--- src/rtl/idli_pkg.sv ---
// Shared types and constants for the idli SQI memory port.
package idli_pkg;

    typedef logic [3:0] sqi_data_t;

    typedef enum logic [2:0] {
        SQI_IDLE,
        SQI_CMD,
        SQI_ADDR,
        SQI_DUMMY,
        SQI_DATA
    } sqi_ctrl_state_t;

    localparam logic [7:0]  SQI_CMD_READ     = 8'h03;
    localparam logic [7:0]  SQI_CMD_WRITE    = 8'h02;
    localparam int unsigned SQI_CMD_NIBBLES  = 2;
    localparam int unsigned SQI_ADDR_NIBBLES = 6;
    localparam int unsigned SQI_DATA_NIBBLES = 4;

    // Command byte followed by the 24-bit byte address of a 16-bit word.
    function automatic logic [31:0] sqi_shift_word(input logic wr, input logic [15:0] addr);
        return {(wr ? SQI_CMD_WRITE : SQI_CMD_READ), 7'b0, addr, 1'b0};
    endfunction

endpackage

--- src/rtl/idli_sqi_ctrl_m_if.sv ---
// Request and SQI pin-control bundle between the requester, idli_sqi_ctrl_m and the pads.
interface idli_sqi_ctrl_m_if;
    import idli_pkg::*;

    logic        i_req_vld;
    logic        i_req_wr;
    logic [15:0] i_req_addr;
    logic        o_req_rdy;
    logic        o_req_done;
    logic        o_sqi_cs_n;
    logic        o_sqi_oe;
    logic        o_sqi_src;
    sqi_data_t   o_sqi_data;
    logic        o_buf_wr_en;

    modport master (
        input  i_req_vld, i_req_wr, i_req_addr,
        output o_req_rdy, o_req_done, o_sqi_cs_n, o_sqi_oe, o_sqi_src, o_sqi_data, o_buf_wr_en
    );

    modport slave (
        output i_req_vld, i_req_wr, i_req_addr,
        input  o_req_rdy, o_req_done, o_sqi_cs_n, o_sqi_oe, o_sqi_src, o_sqi_data, o_buf_wr_en
    );

endinterface

--- src/rtl/idli_sqi_ctrl_m.sv ---
// SQI word read/write sequencer: CMD, ADDR, DUMMY and DATA phases on one quad-SPI port.
// Optional back-to-back sequential-word continuation under IDLI_SQI_CTRL_BURST_EN.
module idli_sqi_ctrl_m
    import idli_pkg::*;
#(
    parameter int unsigned DUMMY_CYCLES = 2
) (
    input logic               i_sqi_gck,
    input logic               i_sqi_rst,
    idli_sqi_ctrl_m_if.master bus
);

    sqi_ctrl_state_t state_q, state_d;
    logic [3:0]      cnt_q, cnt_d;
    logic [31:0]     shift_q, shift_d;
    logic            wr_q, wr_d;
    logic            cs_n_q, cs_n_d;
    logic            oe_q, oe_d;
    logic            src_q, src_d;
    sqi_data_t       data_q, data_d;
    logic            buf_wr_en_q, buf_wr_en_d;
    logic            done_q, done_d;
    logic            last_c;
    logic            rdy_c;
    logic            accept_c;

    assign last_c = (cnt_q == 4'd0);

`ifdef IDLI_SQI_CTRL_BURST_EN
    logic [15:0] addr_q, addr_d;
    logic        burst_c;

    // Continue only with the very next word in the same direction, never across the wrap.
    assign burst_c = (state_q == SQI_DATA) && last_c && bus.i_req_vld &&
                     (bus.i_req_wr == wr_q) && (addr_q != 16'hFFFF) &&
                     (bus.i_req_addr == addr_q + 16'd1);
    assign rdy_c   = (state_q == SQI_IDLE) || burst_c;
`else
    assign rdy_c   = (state_q == SQI_IDLE);
`endif

    assign accept_c = bus.i_req_vld && rdy_c;

    always_ff @(posedge i_sqi_gck or posedge i_sqi_rst) begin
        if (i_sqi_rst) begin
            state_q     <= SQI_IDLE;
            cnt_q       <= 4'd0;
            shift_q     <= 32'd0;
            wr_q        <= 1'b0;
            cs_n_q      <= 1'b1;
            oe_q        <= 1'b0;
            src_q       <= 1'b0;
            data_q      <= '0;
            buf_wr_en_q <= 1'b0;
            done_q      <= 1'b0;
`ifdef IDLI_SQI_CTRL_BURST_EN
            addr_q      <= 16'd0;
`endif
        end else begin
            state_q     <= state_d;
            cnt_q       <= cnt_d;
            shift_q     <= shift_d;
            wr_q        <= wr_d;
            cs_n_q      <= cs_n_d;
            oe_q        <= oe_d;
            src_q       <= src_d;
            data_q      <= data_d;
            buf_wr_en_q <= buf_wr_en_d;
            done_q      <= done_d;
`ifdef IDLI_SQI_CTRL_BURST_EN
            addr_q      <= addr_d;
`endif
        end
    end

    // Next state, then registered pin values decoded from the state being entered.
    always_comb begin
        state_d = state_q;
        cnt_d   = cnt_q - 4'd1;
        shift_d = shift_q;
        wr_d    = wr_q;
`ifdef IDLI_SQI_CTRL_BURST_EN
        addr_d  = addr_q;
`endif

        case (state_q)
            SQI_IDLE: begin
                cnt_d = cnt_q;
                if (accept_c) begin
                    state_d = SQI_CMD;
                    cnt_d   = 4'(SQI_CMD_NIBBLES - 1);
                    shift_d = sqi_shift_word(bus.i_req_wr, bus.i_req_addr);
                    wr_d    = bus.i_req_wr;
`ifdef IDLI_SQI_CTRL_BURST_EN
                    addr_d  = bus.i_req_addr;
`endif
                end
            end
            SQI_CMD: begin
                shift_d = shift_q << 4;
                if (last_c) begin
                    state_d = SQI_ADDR;
                    cnt_d   = 4'(SQI_ADDR_NIBBLES - 1);
                end
            end
            SQI_ADDR: begin
                shift_d = shift_q << 4;
                if (last_c) begin
                    if (wr_q) begin
                        state_d = SQI_DATA;
                        cnt_d   = 4'(SQI_DATA_NIBBLES - 1);
                    end else begin
                        state_d = SQI_DUMMY;
                        cnt_d   = 4'(DUMMY_CYCLES - 1);
                    end
                end
            end
            SQI_DUMMY: begin
                if (last_c) begin
                    state_d = SQI_DATA;
                    cnt_d   = 4'(SQI_DATA_NIBBLES - 1);
                end
            end
            SQI_DATA: begin
                if (last_c) begin
                    if (accept_c) begin
                        state_d = SQI_DATA;
                        cnt_d   = 4'(SQI_DATA_NIBBLES - 1);
`ifdef IDLI_SQI_CTRL_BURST_EN
                        addr_d  = bus.i_req_addr;
`endif
                    end else begin
                        state_d = SQI_IDLE;
                        cnt_d   = 4'd0;
                    end
                end
            end
            default: begin
                state_d = SQI_IDLE;
                cnt_d   = 4'd0;
            end
        endcase

        cs_n_d      = (state_d == SQI_IDLE);
        oe_d        = (state_d == SQI_CMD) || (state_d == SQI_ADDR) ||
                      ((state_d == SQI_DATA) && wr_d);
        src_d       = (state_d == SQI_DATA) && wr_d;
        data_d      = ((state_d == SQI_CMD) || (state_d == SQI_ADDR)) ? shift_d[31:28] : '0;
        // Read capture strobe leads the pin data by one cycle.
        buf_wr_en_d = !wr_d && (((state_d == SQI_DUMMY) && (cnt_d == 4'd0)) ||
                                ((state_d == SQI_DATA) && (cnt_d != 4'd0)));
        done_d      = (state_q == SQI_DATA) && last_c;
    end

    assign bus.o_req_rdy   = rdy_c;
    assign bus.o_req_done  = done_q;
    assign bus.o_sqi_cs_n  = cs_n_q;
    assign bus.o_sqi_oe    = oe_q;
    assign bus.o_sqi_src   = src_q;
    assign bus.o_sqi_data  = data_q;
`ifdef IDLI_SQI_CTRL_BURST_EN
    assign bus.o_buf_wr_en = buf_wr_en_q || (burst_c && !wr_q);
`else
    assign bus.o_buf_wr_en = buf_wr_en_q;
`endif

endmodule
--- src/flat_wrapper.sv ---
// flat-port wrapper written by rule: the top's interface ports become plain ports
module idli_sqi_ctrl_m_flat import idli_pkg::*;
#(
    parameter int unsigned DUMMY_CYCLES = 2
)
  (i_sqi_gck, i_sqi_rst, bus_i_req_vld, bus_i_req_wr, bus_i_req_addr, bus_o_req_rdy, bus_o_req_done, bus_o_sqi_cs_n, bus_o_sqi_oe, bus_o_sqi_src, bus_o_sqi_data, bus_o_buf_wr_en);
  idli_sqi_ctrl_m_if bus_i ();
  input logic i_sqi_gck;
  input logic i_sqi_rst;
  input wire logic [$bits(bus_i.i_req_vld)-1:0] bus_i_req_vld;
  input wire logic [$bits(bus_i.i_req_wr)-1:0] bus_i_req_wr;
  input wire logic [$bits(bus_i.i_req_addr)-1:0] bus_i_req_addr;
  output wire logic [$bits(bus_i.o_req_rdy)-1:0] bus_o_req_rdy;
  output wire logic [$bits(bus_i.o_req_done)-1:0] bus_o_req_done;
  output wire logic [$bits(bus_i.o_sqi_cs_n)-1:0] bus_o_sqi_cs_n;
  output wire logic [$bits(bus_i.o_sqi_oe)-1:0] bus_o_sqi_oe;
  output wire logic [$bits(bus_i.o_sqi_src)-1:0] bus_o_sqi_src;
  output wire logic [$bits(bus_i.o_sqi_data)-1:0] bus_o_sqi_data;
  output wire logic [$bits(bus_i.o_buf_wr_en)-1:0] bus_o_buf_wr_en;
  assign bus_i.i_req_vld = bus_i_req_vld;
  assign bus_i.i_req_wr = bus_i_req_wr;
  assign bus_i.i_req_addr = bus_i_req_addr;
  assign bus_o_req_rdy = bus_i.o_req_rdy;
  assign bus_o_req_done = bus_i.o_req_done;
  assign bus_o_sqi_cs_n = bus_i.o_sqi_cs_n;
  assign bus_o_sqi_oe = bus_i.o_sqi_oe;
  assign bus_o_sqi_src = bus_i.o_sqi_src;
  assign bus_o_sqi_data = bus_i.o_sqi_data;
  assign bus_o_buf_wr_en = bus_i.o_buf_wr_en;
  idli_sqi_ctrl_m #(.DUMMY_CYCLES(DUMMY_CYCLES)) u_core (.i_sqi_gck(i_sqi_gck), .i_sqi_rst(i_sqi_rst), .bus(bus_i));
endmodule
--- config.mk ---
export PLATFORM = sky130hd
export DESIGN_NAME = idli_sqi_ctrl_m_flat
export DESIGN_NICKNAME = d
export VERILOG_FILES = /design/src/rtl/idli_pkg.sv /design/src/rtl/idli_sqi_ctrl_m_if.sv /design/src/rtl/idli_sqi_ctrl_m.sv /design/src/flat_wrapper.sv
export SDC_FILE = /design/constraint.sdc
export NUM_CORES = 1
export LEC_CHECK = 0
export CORE_ASPECT_RATIO = 0.8
export CORE_MARGIN = 1
export CORE_UTILIZATION = 48
export CTS_CLUSTER_SIZE = 10
export DETAILED_ROUTE_END_ITERATION = 16
export HOLD_SLACK_MARGIN = 0.08
export PLACE_DENSITY = 0.73
export SLEW_MARGIN = 20
export SYNTH_ARGS = -nofsm -noshare
export SYNTH_HDL_FRONTEND = slang
export SYNTH_SLANG_ARGS = --single-unit
--- constraint.sdc ---
create_clock -name i_sqi_gck -period 2.2 [get_ports i_sqi_gck]
set_input_delay 0.22 -clock i_sqi_gck [delete_from_list [all_inputs] [get_ports i_sqi_gck]]
set_output_delay 0.22 -clock i_sqi_gck [all_outputs]
set_load 0.005 [all_outputs]
Word level (Yosys, flattened, before mapping). Cells that the tools add are included.

Equality and inequality tests: 9. Reductions and logical operators: 18. Add/subtract/negate cells: 1. Muxes and demuxes: 22.

Operators by type and width (number): 32-bit case mux with 2 select lines (1); 32-bit two-way mux (1); 4-bit two-way mux (6); 3-bit two-way mux (7); 4-bit case mux with 5 select lines (1); 3-bit case mux with 5 select lines (1); 3-bit by 2-bit == test with 1-bit output (second input constant) (4); 4-bit logical NOT (2); 3-bit by 1-bit == test with 1-bit output (second input constant) (2); 3-bit == test (second input constant) (2); 1-bit logical AND (6); 3-bit logical NOT (2); 2-bit two-way mux (2); 4-bit nonzero test (1); 4-bit by 1-bit subtractor with 4-bit output (second input constant) (1); 1-bit logical OR (3); 1-bit two-way mux (3); 2-bit != test (second input constant) (1); 2-bit AND reduction (1); 2-bit nonzero test (1); 2-bit OR reduction (1); 1-bit logical NOT (1).

Word-level logic and storage cells: 61. Output and inout port bits: 10. Bits of input ports: 20. Register bits after elaboration: 49.

Logic depth before layout (Yosys ltp).
Word-level depth: 9. Mapped depth: 9. Depth with buffers taken out: 8.

Worst setup path before layout. Ideal clock, no wire load.

Path type: register -> register. Start: register u_core.cnt_q[0]. End: register u_core.buf_wr_en_q, in the netlist u_core.bus.o_buf_wr_en. Slack: -127 ps. Stages on the path, launching flop included: 9. Buffers on the path: 1. Required time: 2078 ps. Arrival: 2205 ps. Setup time: 122 ps. Period minus slack after synthesis: 2327 ps. Path through: dfrtp_1 inv_1 ha_1 or3b_1 buf_6 a222oi_1 o21ai_1 or4b_4 mux2i_1.

Longest elaborated chain between the ends: 7. Elaborated cells on any way between the ends: 21. Classes of those cells: add/sub (1); eq/ne (2); mux (11); reduce/logical (7).

Ends and longest elaborated chain: start, declared (RTL line idli_sqi_ctrl_m.sv:14) `logic [3:0] cnt_q, cnt_d;`; start signal, assigned (RTL line idli_sqi_ctrl_m.sv:61) `cnt_q <= cnt_d;`; 4-bit by 1-bit subtractor with 4-bit output or 4-bit logical NOT (tied branches) (RTL line idli_sqi_ctrl_m.sv:79, idli_sqi_ctrl_m.sv:27); 4-bit two-way mux (on tied branches); 4-bit case mux with 5 select lines (*) (RTL line idli_sqi_ctrl_m.sv:86) `case (state_q)`; net u_core.cnt_d[1] (RTL line idli_sqi_ctrl_m.sv:14); 4-bit logical NOT or 4-bit nonzero test (tied branches) (RTL line idli_sqi_ctrl_m.sv:150, idli_sqi_ctrl_m.sv:151); 1-bit logical AND (on tied branches) (RTL line idli_sqi_ctrl_m.sv:150, idli_sqi_ctrl_m.sv:151); 1-bit logical OR (*) (RTL line idli_sqi_ctrl_m.sv:150) `buf_wr_en_d = !wr_d && (((state_d == SQI_DUMMY) && (cnt_d == 4'd0)) ||`; 1-bit logical AND (*) (RTL line idli_sqi_ctrl_m.sv:150); net u_core.buf_wr_en_d (RTL line idli_sqi_ctrl_m.sv:21) `logic buf_wr_en_q, buf_wr_en_d;`; end signal, assigned (RTL line idli_sqi_ctrl_m.sv:68) `buf_wr_en_q <= buf_wr_en_d;`; end, declared (RTL line idli_sqi_ctrl_m.sv:21).

Mark *: on every way through the listed nets, which the timed path passes. The rest lies on a longest branch. A chain may end at the register's enable or synchronous reset.

Worst setup path after layout. Same ends and word-level chain as after synthesis.

==> flow_metrics.env <==
export IMPL_outcome="complete, but fails checks"
export IMPL_violations="negative setup slack"
export IMPL_ys_ff_latch=48
export IMPL_top_usage_layer="met1"
export IMPL_setup_viol=1
export IMPL_cp_top_family="simple AND/OR/NAND/NOR gates"
export IMPL_grt_use_total_pct=21.67
export IMPL_crit_path_max_fanout=5
export IMPL_cts_tree="yes"
export IMPL_peakVddDrop_mv=0.6286
export IMPL_fmax_mhz=428.9
export IMPL_use_met1_pct=32.26
export IMPL_gp_congestion=0.8437
export IMPL_synth_top_cells_by_area="dfrtp_1 57%, a22o_1 7.2%, nand2_1 5.6%, a22oi_1 4.3%, clkbuf_1 2.0%"
export IMPL_remaining_drc_errors=0
export IMPL_worst_ep_required_time_ns=2.39
export IMPL_drv_cap=0
export IMPL_yosysMostFrequentCell="dfrtp_1"
export IMPL_root_buffer="clkbuf_8"
export IMPL_fin_cells=296
export IMPL_synth_cell_types=42
export IMPL_detail_route_iter0_violations=108
export IMPL_numCtsBuffers=5
export IMPL_clockBufferDepth=2
export IMPL_path_cells="inv_2 -> ha_4 -> or4b_4 -> a222oi_1 -> o21ai_1 -> or4b_4 -> mux2i_1"
export IMPL_via_per_inst=5.490
export IMPL_synthFlopType="dfrtp_1"
export IMPL_netlist_area_leader_share_pct=56.56
export IMPL_multi_input_area_sq_um=834.6
export IMPL_p_per_area_nw_per_um2=1427
export IMPL_core_sq_um=4178
export IMPL_relSlewSlack_pct=55.91
export IMPL_critPathKind="reg -> reg"
export IMPL_n_fill_cell=321
export IMPL_die_height_um=60.87
export IMPL_diodes=0
export IMPL_die_w_um=75.59
export IMPL_ctsHtreeMaxLevel=2
export IMPL_synth_area_per_cell_sq_um=10.89
export IMPL_wl_per_cell_um=14.83
export IMPL_io_pins=30
export IMPL_finalHoldViolations=0
export IMPL_ff_latch_area_sq_um=1202
export IMPL_fp_dieArea_sq_um=4601
export IMPL_grt_util_met2_pct=30.87
export IMPL_yosys_warnings=0
export IMPL_worstMarginPinSlew_ns=0.6597
export IMPL_netlist_area_sq_um=2079
export IMPL_synth_common_cells="47 x dfrtp_1, 31 x nand2_1, 17 x a22o_1"
export IMPL_drt_pass1_iter_count=4
export IMPL_end_kind="flop"
export IMPL_post_route_period_util_pct=106.0
export IMPL_slowest_delay_ns=0.50
export IMPL_synth_edff_count=0
export IMPL_synth_cells=191
export IMPL_critical_path_top_cell_by_count="or4b_4"
export IMPL_rows=21
export IMPL_period_minus_slack_ns=2.332
export IMPL_numClockSinks=48
export IMPL_seq_area_frac_synth_pct=57.82
export IMPL_cp_slowest_cell="or4b_4"
export IMPL_grt_setup_unrepaired="true"
export IMPL_wirelength_um=4391
export IMPL_holdWs_ns=0.2090
export IMPL_dp_hpwl_um=2971
export IMPL_synth_top_cell_by_area="dfrtp_1"
export IMPL_cts_clk_slew_worst_paths_ns=0.09
export IMPL_fin_nets=259
export IMPL_clk_latency_ns=0.30
export IMPL_gr_usage_met3_pct=5.316
export IMPL_skew_ns=0.005500
export IMPL_synth_nets=212
export IMPL_async_reset_ff_share_pct=100.0
export IMPL_critPathArrivalTime_ns=2.52
export IMPL_cp_start_kind="flop"
export IMPL_antenna_left=0
export IMPL_port_buffers=29
export IMPL_vias=1625
export IMPL_globalRouteOverflowTotal=0
export IMPL_drive_gt1_share_pct=18.41
export IMPL_syn_to_final_growth_pct=29.84
export IMPL_cp_num_buf_inv=1
export IMPL_p_leak_nw=1.270
export IMPL_grt_pass1_wl_um=7182
export IMPL_post_place_cells=279
export IMPL_grt_max_degree=31
export IMPL_first_global_vias=1493
export IMPL_setup_ws_ns=-0.1317
export IMPL_hp_class="in -> async"
export IMPL_initial_utilization_pct=49.78
export IMPL_slew_violations=0
export IMPL_antenna_found_initial=0
[metal layers]
metal | vias to the layer above | part of all wire [%]
li1 | 773 | -
met1 | 783 | 45
met2 | 61 | 47
met3 | 8 | 6.3
met4 | 0 | 1.3
met5 | - | 0
[through the flow]
step / instance area, sq um / setup TNS, ns / worst slack, ns / utilization (%) / total power [mW]
2_1_floorplan: 2092 / -0.01466 / -0.01466 / - / 2.513
4_1_cts: 2689 / -0.1628 / -0.1309 / 64.36 / 3.845
3_3_place_gp: 2515 / -0.03468 / -0.03468 / 60.20 / 2.955
6_report: 2700 / -0.1317 / -0.1317 / 64.63 / 3.854
5_1_grt: 2700 / -0.2128 / -0.1941 / 64.63 / 4.146
3_5_place_dp: 2515 / -0.2019 / -0.1663 / 60.20 / 3.047
[layout make-up]
cell class              count  area share (%)
multi-input cells         124           30.91
well taps                  57           2.641
clock buffers               5           2.549
inverters                   6          0.8341
repair buffers             53           17.84
clock inverters             3          0.6951
flip-flops and latches     48           44.53
[sequential cells by signal (all words and copies together), names as in the netlist, 3 cells and up]
name and count:
u_core.cnt_q 4, u_core.state_q 3, u_core.bus.o_sqi_data 4, u_core.shift_q 31
[repair_timing]
action | CTS | global route
setup buffers | 9 | 1
resized for setup | 5 | 3
pin swaps | 3 | 1
hold buffers | 0 | 0
endpoints found under the setup margin | 1 | 3
[report_power, final]
part           leakage, nW  total (mW)  internal (mW)  switching (mW)
clock network       0.0479       0.512          0.222           0.291
logic                0.595        1.97          0.981           0.993
registers            0.627        1.37           1.18           0.189
total                 1.27        3.85           2.38            1.47
[path summary, 6_finish.rpt]
path	from	to	slack, ns	depth (start not counted)
setup / recovery	u_core.cnt_q[0]$_DFF_PP0_	u_core.bus.o_buf_wr_en$_DFF_PP0_	-0.13	7
hold / removal	i_sqi_rst	u_core.shift_q[8]$_DFFE_PP0P_	0.21	2
setup reg to reg	u_core.cnt_q[0]$_DFF_PP0_	u_core.bus.o_buf_wr_en$_DFF_PP0_	-0.13	7
hold reg to reg	u_core.shift_q[11]$_DFFE_PP0P_	u_core.shift_q[11]$_DFFE_PP0P_	0.48	2
max in group asynchronous	i_sqi_rst	u_core.bus.o_sqi_cs_n$_DFF_PP1_	1.35	3
min in group i_sqi_gck	u_core.shift_q[11]$_DFFE_PP0P_	u_core.shift_q[11]$_DFFE_PP0P_	0.48	2
[layout by cell type, fill, tap and decap left out, drive strengths merged, types with 2 or more instances in the layout]
cell and count:
clkinv 3, nor2b 4, dfrtp 47, inv 6, a211oi 2, nand2 31, a22oi 12, o21ai 6
buf 24, and2 6, clkbuf 5, nor3 5, mux2i 2, nor3b 4, clkdlybuf4s50 29, or4b 3
xnor2 2, a22o 17, a21oi 2, nor2 10
[worst reg2reg max path, cell delays in order (launching register included)]
cell	delay [ns]
dfrtp_1	0.39
inv_2	0.09
ha_4	0.15
or4b_4	0.45
a222oi_1	0.37
o21ai_1	0.14
or4b_4	0.50
mux2i_1	0.13
[cells by family (layout without fill, tap and decap cells)]
logic type	Yosys count	count (layout)	share of synthesized area [%]
simple gates	71	71	17.87
mux	3	3	1.504
compound gates	47	47	17.57
flops	48	48	57.82
buf+inv	19	67	3.790
xor+xnor	2	2	0.8425
fa+ha+maj	1	1	0.6016
Power figures use the tool's default switching activity.
